File: src/rtl/ibex_pkg.sv
// Shared types for the CHERI tag-memory response block: FSM states and tag granule size.
package ibex_pkg;

   localparam int unsigned TagGranuleBytes = 8;

   typedef enum logic [1:0] {
      TAG_IDLE      = 2'd0,
      TAG_WAIT_RESP = 2'd1,
      TAG_ERR_RESP  = 2'd2,
      TAG_CLEAR     = 2'd3
   } tagmem_state_e;

endpackage

File: src/rtl/ibex_cheri_tag_ram.sv
// One-bit-per-granule tag store: one synchronous write port, one asynchronous read port,
// all bits cleared by the asynchronous reset.
module ibex_cheri_tag_ram #(
   parameter int unsigned Depth = 1024,
   parameter int unsigned AddrW = $clog2(Depth)
) (
   input  logic             clk_i,
   input  logic             rst_ni,
   input  logic             we_i,
   input  logic [AddrW-1:0] waddr_i,
   input  logic             wdata_i,
   input  logic [AddrW-1:0] raddr_i,
   output logic             rdata_o
);

   logic [Depth-1:0] tags_r;

   // tag bit storage with asynchronous clear
   always_ff @(posedge clk_i or negedge rst_ni) begin
      if (!rst_ni) begin
         tags_r <= {Depth{1'b0}};
      end else if (we_i) begin
         tags_r[waddr_i] <= wdata_i;
      end
   end

   assign rdata_o = tags_r[raddr_i];

endmodule

File: src/rtl/ibex_cheri_tagmem_resp.sv
// Tag-memory shim between the core data port and memory: forwards accesses, tracks one tag
// bit per 8-byte granule. Optional whole-store sweep enabled by IBEX_CHERI_TAGMEM_CLRALL_EN.
module ibex_cheri_tagmem_resp
   import ibex_pkg::*;
#(
   parameter logic [31:0] TagBase  = 32'h0010_0000,
   parameter int unsigned TagDepth = 1024
) (
   input  logic        clk_i,
   input  logic        rst_ni,
   input  logic        data_req_i,
   input  logic [31:0] data_addr_i,
   input  logic        data_we_i,
   input  logic [3:0]  data_be_i,
   input  logic [31:0] data_wdata_i,
   input  logic        data_cap_i,
   input  logic        data_wtag_i,
   output logic        data_gnt_o,
   output logic        data_rvalid_o,
   output logic [31:0] data_rdata_o,
   output logic        data_rtag_o,
   output logic        data_err_o,
   output logic        mem_req_o,
   output logic [31:0] mem_addr_o,
   output logic        mem_we_o,
   output logic [3:0]  mem_be_o,
   output logic [31:0] mem_wdata_o,
   input  logic        mem_gnt_i,
   input  logic        mem_rvalid_i,
   input  logic [31:0] mem_rdata_i,
   input  logic        mem_err_i,
   input  logic        tag_clr_req_i,
   output logic        tag_clr_busy_o
);

   localparam int unsigned IdxW     = $clog2(TagDepth);
   localparam logic [32:0] TagLimit = {1'b0, TagBase} + 33'(TagDepth * TagGranuleBytes);

   tagmem_state_e   state_r, state_s;
   logic [31:0]     offset_s;
   logic [IdxW-1:0] req_idx_s;
   logic            in_range_s, bad_cap_s, latch_s;
   logic            mem_req_s, data_gnt_s;
   logic [IdxW-1:0] idx_r;
   logic            in_range_r, we_r, cap_r, wtag_r, a2_r;
   logic            tag_we_s, tag_wdata_s, tag_rdata_s;
   logic [IdxW-1:0] tag_waddr_s;
   logic            clr_go_s, clr_last_s;
   logic [IdxW-1:0] clr_idx_s;

   assign offset_s   = data_addr_i - TagBase;
   assign req_idx_s  = IdxW'(offset_s >> 3);
   assign in_range_s = ({1'b0, data_addr_i} >= {1'b0, TagBase}) && ({1'b0, data_addr_i} < TagLimit);
   // A capability half must hit the tag window with a full-word access, else it never reaches memory.
   assign bad_cap_s  = data_cap_i && (!in_range_s || (data_be_i != 4'hF));

   assign mem_addr_o  = data_addr_i;
   assign mem_we_o    = data_we_i;
   assign mem_be_o    = data_be_i;
   assign mem_wdata_o = data_wdata_i;
   assign mem_req_o   = mem_req_s & rst_ni;
   assign data_gnt_o  = data_gnt_s & rst_ni;

`ifdef IBEX_CHERI_TAGMEM_CLRALL_EN
   logic            clr_pend_r;
   logic [IdxW-1:0] clr_idx_r;

   assign clr_go_s       = tag_clr_req_i | clr_pend_r;
   assign clr_idx_s      = clr_idx_r;
   assign clr_last_s     = (clr_idx_r == IdxW'(TagDepth - 1));
   assign tag_clr_busy_o = (state_r == TAG_CLEAR);

   // remember a sweep request that arrives while a transaction is in flight; walk the sweep index
   always_ff @(posedge clk_i or negedge rst_ni) begin
      if (!rst_ni) begin
         clr_pend_r <= 1'b0;
         clr_idx_r  <= {IdxW{1'b0}};
      end else begin
         if ((state_r == TAG_IDLE) && clr_go_s) begin
            clr_pend_r <= 1'b0;
         end else if (tag_clr_req_i && (state_r != TAG_CLEAR)) begin
            clr_pend_r <= 1'b1;
         end
         if ((state_r == TAG_CLEAR) && !clr_last_s) begin
            clr_idx_r <= clr_idx_r + IdxW'(1);
         end else begin
            clr_idx_r <= {IdxW{1'b0}};
         end
      end
   end
`else
   logic unused_clr_req_s;

   assign unused_clr_req_s = tag_clr_req_i;
   assign clr_go_s         = 1'b0;
   assign clr_idx_s        = {IdxW{1'b0}};
   assign clr_last_s       = 1'b1;
   assign tag_clr_busy_o   = 1'b0;
`endif

   // next state, core/memory handshake, response and tag-write decode
   always_comb begin
      state_s       = state_r;
      mem_req_s     = 1'b0;
      data_gnt_s    = 1'b0;
      data_rvalid_o = 1'b0;
      data_err_o    = 1'b0;
      data_rtag_o   = 1'b0;
      data_rdata_o  = 32'h0;
      latch_s       = 1'b0;
      tag_we_s      = 1'b0;
      tag_waddr_s   = idx_r;
      tag_wdata_s   = 1'b0;
      case (state_r)
         TAG_IDLE: begin
            if (clr_go_s) begin
               state_s = TAG_CLEAR;
            end else if (data_req_i) begin
               if (bad_cap_s) begin
                  data_gnt_s = 1'b1;
                  state_s    = TAG_ERR_RESP;
               end else begin
                  mem_req_s  = 1'b1;
                  data_gnt_s = mem_gnt_i;
                  if (mem_gnt_i) begin
                     latch_s = 1'b1;
                     state_s = TAG_WAIT_RESP;
                  end else begin
                     state_s = TAG_IDLE;
                  end
               end
            end else begin
               state_s = TAG_IDLE;
            end
         end
         TAG_WAIT_RESP: begin
            if (mem_rvalid_i) begin
               data_rvalid_o = 1'b1;
               data_rdata_o  = mem_rdata_i;
               data_err_o    = mem_err_i;
               data_rtag_o   = !we_r && cap_r && in_range_r && tag_rdata_s;
               state_s       = TAG_IDLE;
               // Only the upper capability half carries the tag; a plain store into the window kills it.
               if (we_r && !mem_err_i) begin
                  if (cap_r) begin
                     tag_we_s    = a2_r;
                     tag_wdata_s = wtag_r;
                  end else begin
                     tag_we_s    = in_range_r;
                     tag_wdata_s = 1'b0;
                  end
               end else begin
                  tag_we_s = 1'b0;
               end
            end else begin
               state_s = TAG_WAIT_RESP;
            end
         end
         TAG_ERR_RESP: begin
            data_rvalid_o = 1'b1;
            data_err_o    = 1'b1;
            state_s       = TAG_IDLE;
         end
         TAG_CLEAR: begin
            tag_we_s    = 1'b1;
            tag_waddr_s = clr_idx_s;
            if (clr_last_s) begin
               state_s = TAG_IDLE;
            end else begin
               state_s = TAG_CLEAR;
            end
         end
         default: begin
            state_s = TAG_IDLE;
         end
      endcase
   end

   // state register and fields captured at grant
   always_ff @(posedge clk_i or negedge rst_ni) begin
      if (!rst_ni) begin
         state_r    <= TAG_IDLE;
         idx_r      <= {IdxW{1'b0}};
         in_range_r <= 1'b0;
         we_r       <= 1'b0;
         cap_r      <= 1'b0;
         wtag_r     <= 1'b0;
         a2_r       <= 1'b0;
      end else begin
         state_r <= state_s;
         if (latch_s) begin
            idx_r      <= req_idx_s;
            in_range_r <= in_range_s;
            we_r       <= data_we_i;
            cap_r      <= data_cap_i;
            wtag_r     <= data_wtag_i;
            a2_r       <= data_addr_i[2];
         end
      end
   end

   ibex_cheri_tag_ram #(
      .Depth (TagDepth)
   ) u_tag_ram (
      .clk_i   (clk_i),
      .rst_ni  (rst_ni),
      .we_i    (tag_we_s),
      .waddr_i (tag_waddr_s),
      .wdata_i (tag_wdata_s),
      .raddr_i (idx_r),
      .rdata_o (tag_rdata_s)
   );

endmodule

File: config.mk
export PLATFORM = sky130hd
export DESIGN_NAME = ibex_cheri_tagmem_resp
export DESIGN_NICKNAME = d
export VERILOG_FILES = /design/src/rtl/ibex_pkg.sv /design/src/rtl/ibex_cheri_tag_ram.sv /design/src/rtl/ibex_cheri_tagmem_resp.sv
export SDC_FILE = /design/constraint.sdc
export NUM_CORES = 2
export LEC_CHECK = 0
export ABC_CLOCK_PERIOD_IN_PS = 3380
export CAP_MARGIN = 40
export CORE_ASPECT_RATIO = 2
export CORE_MARGIN = 3
export CORE_UTILIZATION = 60
export DETAILED_ROUTE_END_ITERATION = 6
export GPL_TIMING_DRIVEN = 0
export PLACE_DENSITY = 0.87
export SLEW_MARGIN = 20
export SYNTH_ARGS = -nofsm -noshare
export SYNTH_HDL_FRONTEND = slang
export SYNTH_SLANG_ARGS = --single-unit
File: constraint.sdc
create_clock -name clk_i -period 3.38 [get_ports clk_i]
set_clock_uncertainty 0.2 [all_clocks]
set_input_delay 0.845 -clock clk_i [delete_from_list [all_inputs] [get_ports clk_i]]
set_output_delay 0.845 -clock clk_i [all_outputs]
set_load 0.02 [all_outputs]
==> results of run 1 <==
## cells by family after synthesis
group	Yosys count
AO/OA/AOI/OAI	2291
adder cells (fa/ha/maj)	5
buffers and inverters	703
flip-flops	1041
multiplexers	427
other	1
AND/OR/NAND/NOR	298
## repair_timing
action                                  in CTS
pin swaps                                   17
endpoints found under the hold margin      105
gates resized for setup                    436
hold buffers                                 1
buffers inserted                            41
endpoints found under the setup margin    1071
cloned                                       7
## through the flow
| step | instances | instance area [um^2] | setup slack [ns] |
|---|---|---|---|
| CTS | 6325 | 60600 | -1.73 |
| detailed placement | 6118 | 55800 | -3.00 |
| global placement | 6010 | 54300 | -45.01 |
| floorplan | 4766 | 51200 | 0.0105 |
## routing by layer
metal | GRT overflow | GRT usage, %
met2 | 45 | 89.5
met3 | 0 | 48.3
met1 | 0 | 69.4
met4 | 45 | 74.3
met5 | 0 | 18.0
==> qor.txt, run 1 <==
Status -> stopped before the end
Last stage -> global routing (5_1_grt)
Err -> [ERROR GRT-0116] Global routing finished with congestion. Check the congestion regions in the DRC Viewer.
Post-synthesis compound-gate area fraction -> 28.4%
Mean post-synth cell area -> 10.7 um^2
Area leader, netlist -> dfrtp_1
Simple-gate share of the synthesized area -> 2.83%
Dominant cells by area after synthesis -> dfrtp_1, o31ai_1, o21ai_0
PortBufs -> 180
Synthesized Nets -> 4,881
CTS buffer count -> 91
Post-synth EDFFs -> 0
First-pass GRT wire length -> 437,000 um
Post-synthesis adder-cell area fraction -> 0.122%
Clk buf depth -> 3
# IOs -> 217
Multiplexer share of the synthesized area -> 11.6%
Synth cell types -> 51
Die Span Y -> 419 um
Row count -> 150
Post-Syn Instances -> 4,766
Initial Util -> 60.9%
Area share of the largest cell type after synthesis -> 50.9%
DIE WIDTH -> 213 um
GRT overflow -> 90
Gp weighted congestion -> 1.13
Commonest cells in the netlist -> dfrtp_1, o21ai_0, o31ai_1
Combinational family with the most area after synthesis -> compound AO/OA/AOI/OAI gates
Synthesized area -> 51,200 um^2
XOR/XNOR Fraction of Synth Area -> 0%
Top-count cell post-synth -> dfrtp_1
Post-synth ARST share -> 100%
Sequential fraction of the synthesis area -> 50.9%
Vias in the first global route -> 54,100
Largest net degree at the start of global routing -> 156
Clock Tree Root -> clkbuf_16
Clock sink total -> 1,041
DPL Wire Length -> 200,000 um
GRT Total Usage -> 70.0%
H-tree depth -> 3
Synthesized flop and latch total -> 1,041
Main synth FF type -> dfrtp_1
Synthesis Warnings -> 0
==> run 2, diff against run 1 <==
CORE_ASPECT_RATIO = unset   (was 2)
CORE_UTILIZATION = 40   (was 60)
PLACE_DENSITY = unset   (was 0.87)
PLACE_DENSITY_LB_ADDON = 0.15   (was unset)
==> run 2 against run 1 <==
Compared with the run above:
- the flow now finishes, with violations (design-rule violations, negative hold slack, negative setup slack)
- area after synthesis is the same
- synthesized cell count is the same
==> qor.txt, run 2 <==
Largest register FFs -> 1,024
Worst Setup End Kind -> output port
Worst-Margin Slew -> 1.08 ns
Drt initial violations -> 7,790
Main synth FF type -> dfrtp_1
Max Used Layer -> met5
Top-count cell post-synth -> dfrtp_1
Synth cell types -> 51
Post-synth ARST share -> 100%
Met3 routed WL -> 35,800 um
Synthesis Warnings -> 0
PortBufs -> 180
Initial Util -> 40.5%
Design area -> 62,700 um^2
Routed Wire Length -> 259,000 um
Hold Fails Final Rpt -> 28
Most flop-heavy register -> u_tag_ram.tags_r
ANT nets after route -> 0
CTS buffer count -> 116
Area share of the largest cell type after synthesis -> 50.9%
DR vias/cell -> 6.97
Area of placed instances -> 56,200 um^2
Final min period -> 5.21 ns
First-pass DRT Iterations -> 7
Peak supply drop -> 0.000453 V
Wire length per cell -> 37.2 um
Top flop regs -> u_tag_ram.tags_r: 1024 flops, idx_r: 10 flops, state_r: 2 flops
Final Setup Violations -> 139
Gp weighted congestion -> 1.03
DRC Markers -> 25
Routed via count -> 48,400
Dominant cells by area after synthesis -> dfrtp_1, o31ai_1, o21ai_0
Pleak -> 26.0 nW
Design Power -> 35.5 mW
Synthesized Nets -> 4,881
Area grow syn2layout -> 22.5%
Startpoint class of the critical path -> register
Relative slew margins -> 28.0%
Synthesized flop and latch total -> 1,041
DIE WIDTH -> 364 um
Mean post-synth cell area -> 10.7 um^2
GRT overflow -> 0
Clock sink total -> 1,041
Critical Path AT -> 4.17 ns
Vias in the first global route -> 45,800
Status -> finished with violations
Share of layout cells above drive strength 1 -> 17.9%
Clk buf depth -> 3
Layout fillers -> 11,600
Largest net degree at the start of global routing -> 136
Hold Path Class -> input pin to async pin
Antenna violations before repair -> 17
Hold slack final -> -0.0611 ns
CP Max Fanout -> 10
H-tree depth -> 3
CTS tree -> built
Die Span Y -> 364 um
Period utilization -> 154%
Floorplan Core Area -> 126,000 um^2
First-pass GRT wire length -> 358,000 um
Commonest cells after routing, fill and taps aside -> dfrtp_1, o21ai_0, o31ai_1
RSZ-0062 raised after global routing -> yes
Clock Tree Root -> clkbuf_16
Failing checks -> design-rule violations, negative hold slack, negative setup slack
Post-Syn Instances -> 4,766
Power Dens Cells -> 566 nW/um^2
Worst EP required -> 2.33 ns
# IOs -> 217
Total of max-cap violations -> 0
Row count -> 130
DRT met1 WL -> 96,000 um
Final Max Tran Viols -> 0
Area leader, netlist -> dfrtp_1
Synthesized area -> 51,200 um^2
Commonest cells in the netlist -> dfrtp_1, o21ai_0, o31ai_1
Critical path class -> register to output port
Final WS setup -> -1.83 ns
Fmax -> 0.192 GHz
DPL Wire Length -> 182,000 um
Met2 WL -> 106,000 um
Number of nets in the layout -> 5,300
Post-synth EDFFs -> 0
Sequential fraction of the synthesis area -> 50.9%
Commonest non-fill, non-tap cell in the layout -> dfrtp_1
Clock Latency Late Sink -> 0.79 ns
GRT Total Usage -> 38.3%
Worst-path clk slew -> 0.07 ns
Die area -> 132,000 um^2
## run 2: metal layers
metal  GRT usage [%]  vias to the layer above
met1            48.8                    24700
li1                -                    19200
met2            53.2                     3599
met3            15.4                      924
met5            1.16                        -
met4            25.2                        8
## run 2: final timing paths
kind	startpoint	to	slack (ns)	cells after the start
min	rst_ni	u_tag_ram.tags_r[871]$_DFFE_PN0P_	-0.06	2
min in group clk_i	u_tag_ram.tags_r[894]$_DFFE_PN0P_	u_tag_ram.tags_r[894]$_DFFE_PN0P_	0.29	2
max	idx_r[7]$_DFFE_PN0P_	data_rtag_o	-1.83	9
min reg2reg	u_tag_ram.tags_r[894]$_DFFE_PN0P_	u_tag_ram.tags_r[894]$_DFFE_PN0P_	0.29	2
max reg2reg	state_r[0]$_DFF_PN0_	u_tag_ram.tags_r[521]$_DFFE_PN0P_	-0.35	8
max in group asynchronous	rst_ni	u_tag_ram.tags_r[44]$_DFFE_PN0P_	0.39	5
## run 2: final cells by class
| class | count | area, um^2 | area share (%) |
|---|---|---|---|
| Sequential cell | 1041 | 26100 | 41.5 |
| Multi-Input combinational cell | 3022 | 23000 | 36.7 |
| Buffer | 689 | 4040 | 6.43 |
| Clock buffer | 173 | 3520 | 5.61 |
| Timing Repair Buffer | 305 | 3360 | 5.35 |
| Tap cell | 1650 | 2060 | 3.29 |
| Clock inverter | 41 | 597 | 0.952 |
| Inverter | 10 | 45.0 | 0.0718 |
| Antenna cell | 13 | 32.5 | 0.0519 |
## run 2: cells by family after synthesis
group	after synthesis	share of synthesized area [%]
DFF	1041	50.9
buffers and inverters	703	6.20
adders and majority gates	5	0.122
other	1	0.00732
muxes	427	11.6
AOI/OAI and AO/OA	2291	28.4
and+or+nand+nor	298	2.83
## run 2: metrics by stage
step	utilization (%)	std cells	setup TNS, ns	setup slack (ns)	hold WS [ns]
floorplan	-	4766	0	0.0105	0.248
global placement	43.6	6596	-	-48.21	0.273
detailed placement	44.5	6661	-876.70	-2.88	0.268
CTS	49.0	6906	-12.10	-1.77	0.282
global route	49.6	6932	-25.33	-1.84	0.00187
finish	49.6	6944	-24.44	-1.83	-0.0611
## run 2: where the power goes
group          switching (mW)  internal, mW  total, mW
clock network            5.69          8.11       13.8
logic                    6.43          2.69       9.12
registers              0.0754          12.5       12.6
## run 2: worst max-delay path: stages, from the launching register on
cell and delay (ns):
dfrtp_1 0.36, clkbuf_1 0.60, nor2b_2 0.63, o31ai_1 0.25
a21oi_1 0.22, nand3_2 0.14, nor4_4 0.46, nor3_4 0.09
a211oi_4 0.44, buf_6 0.18
## run 2: repair_timing
| action | in CTS | in global routing |
|---|---|---|
| pin swaps | 28 | 29 |
| setup endpoints to repair | 1046 | 1000 |
| hold buffers | 4 | 1 |
| endpoints found under the hold margin | 86 | 77 |
| buffers inserted | 30 | 23 |
| gates resized for setup | 480 | 150 |
| cloned | 1 | 0 |
(Power assumes the default switching activity.)
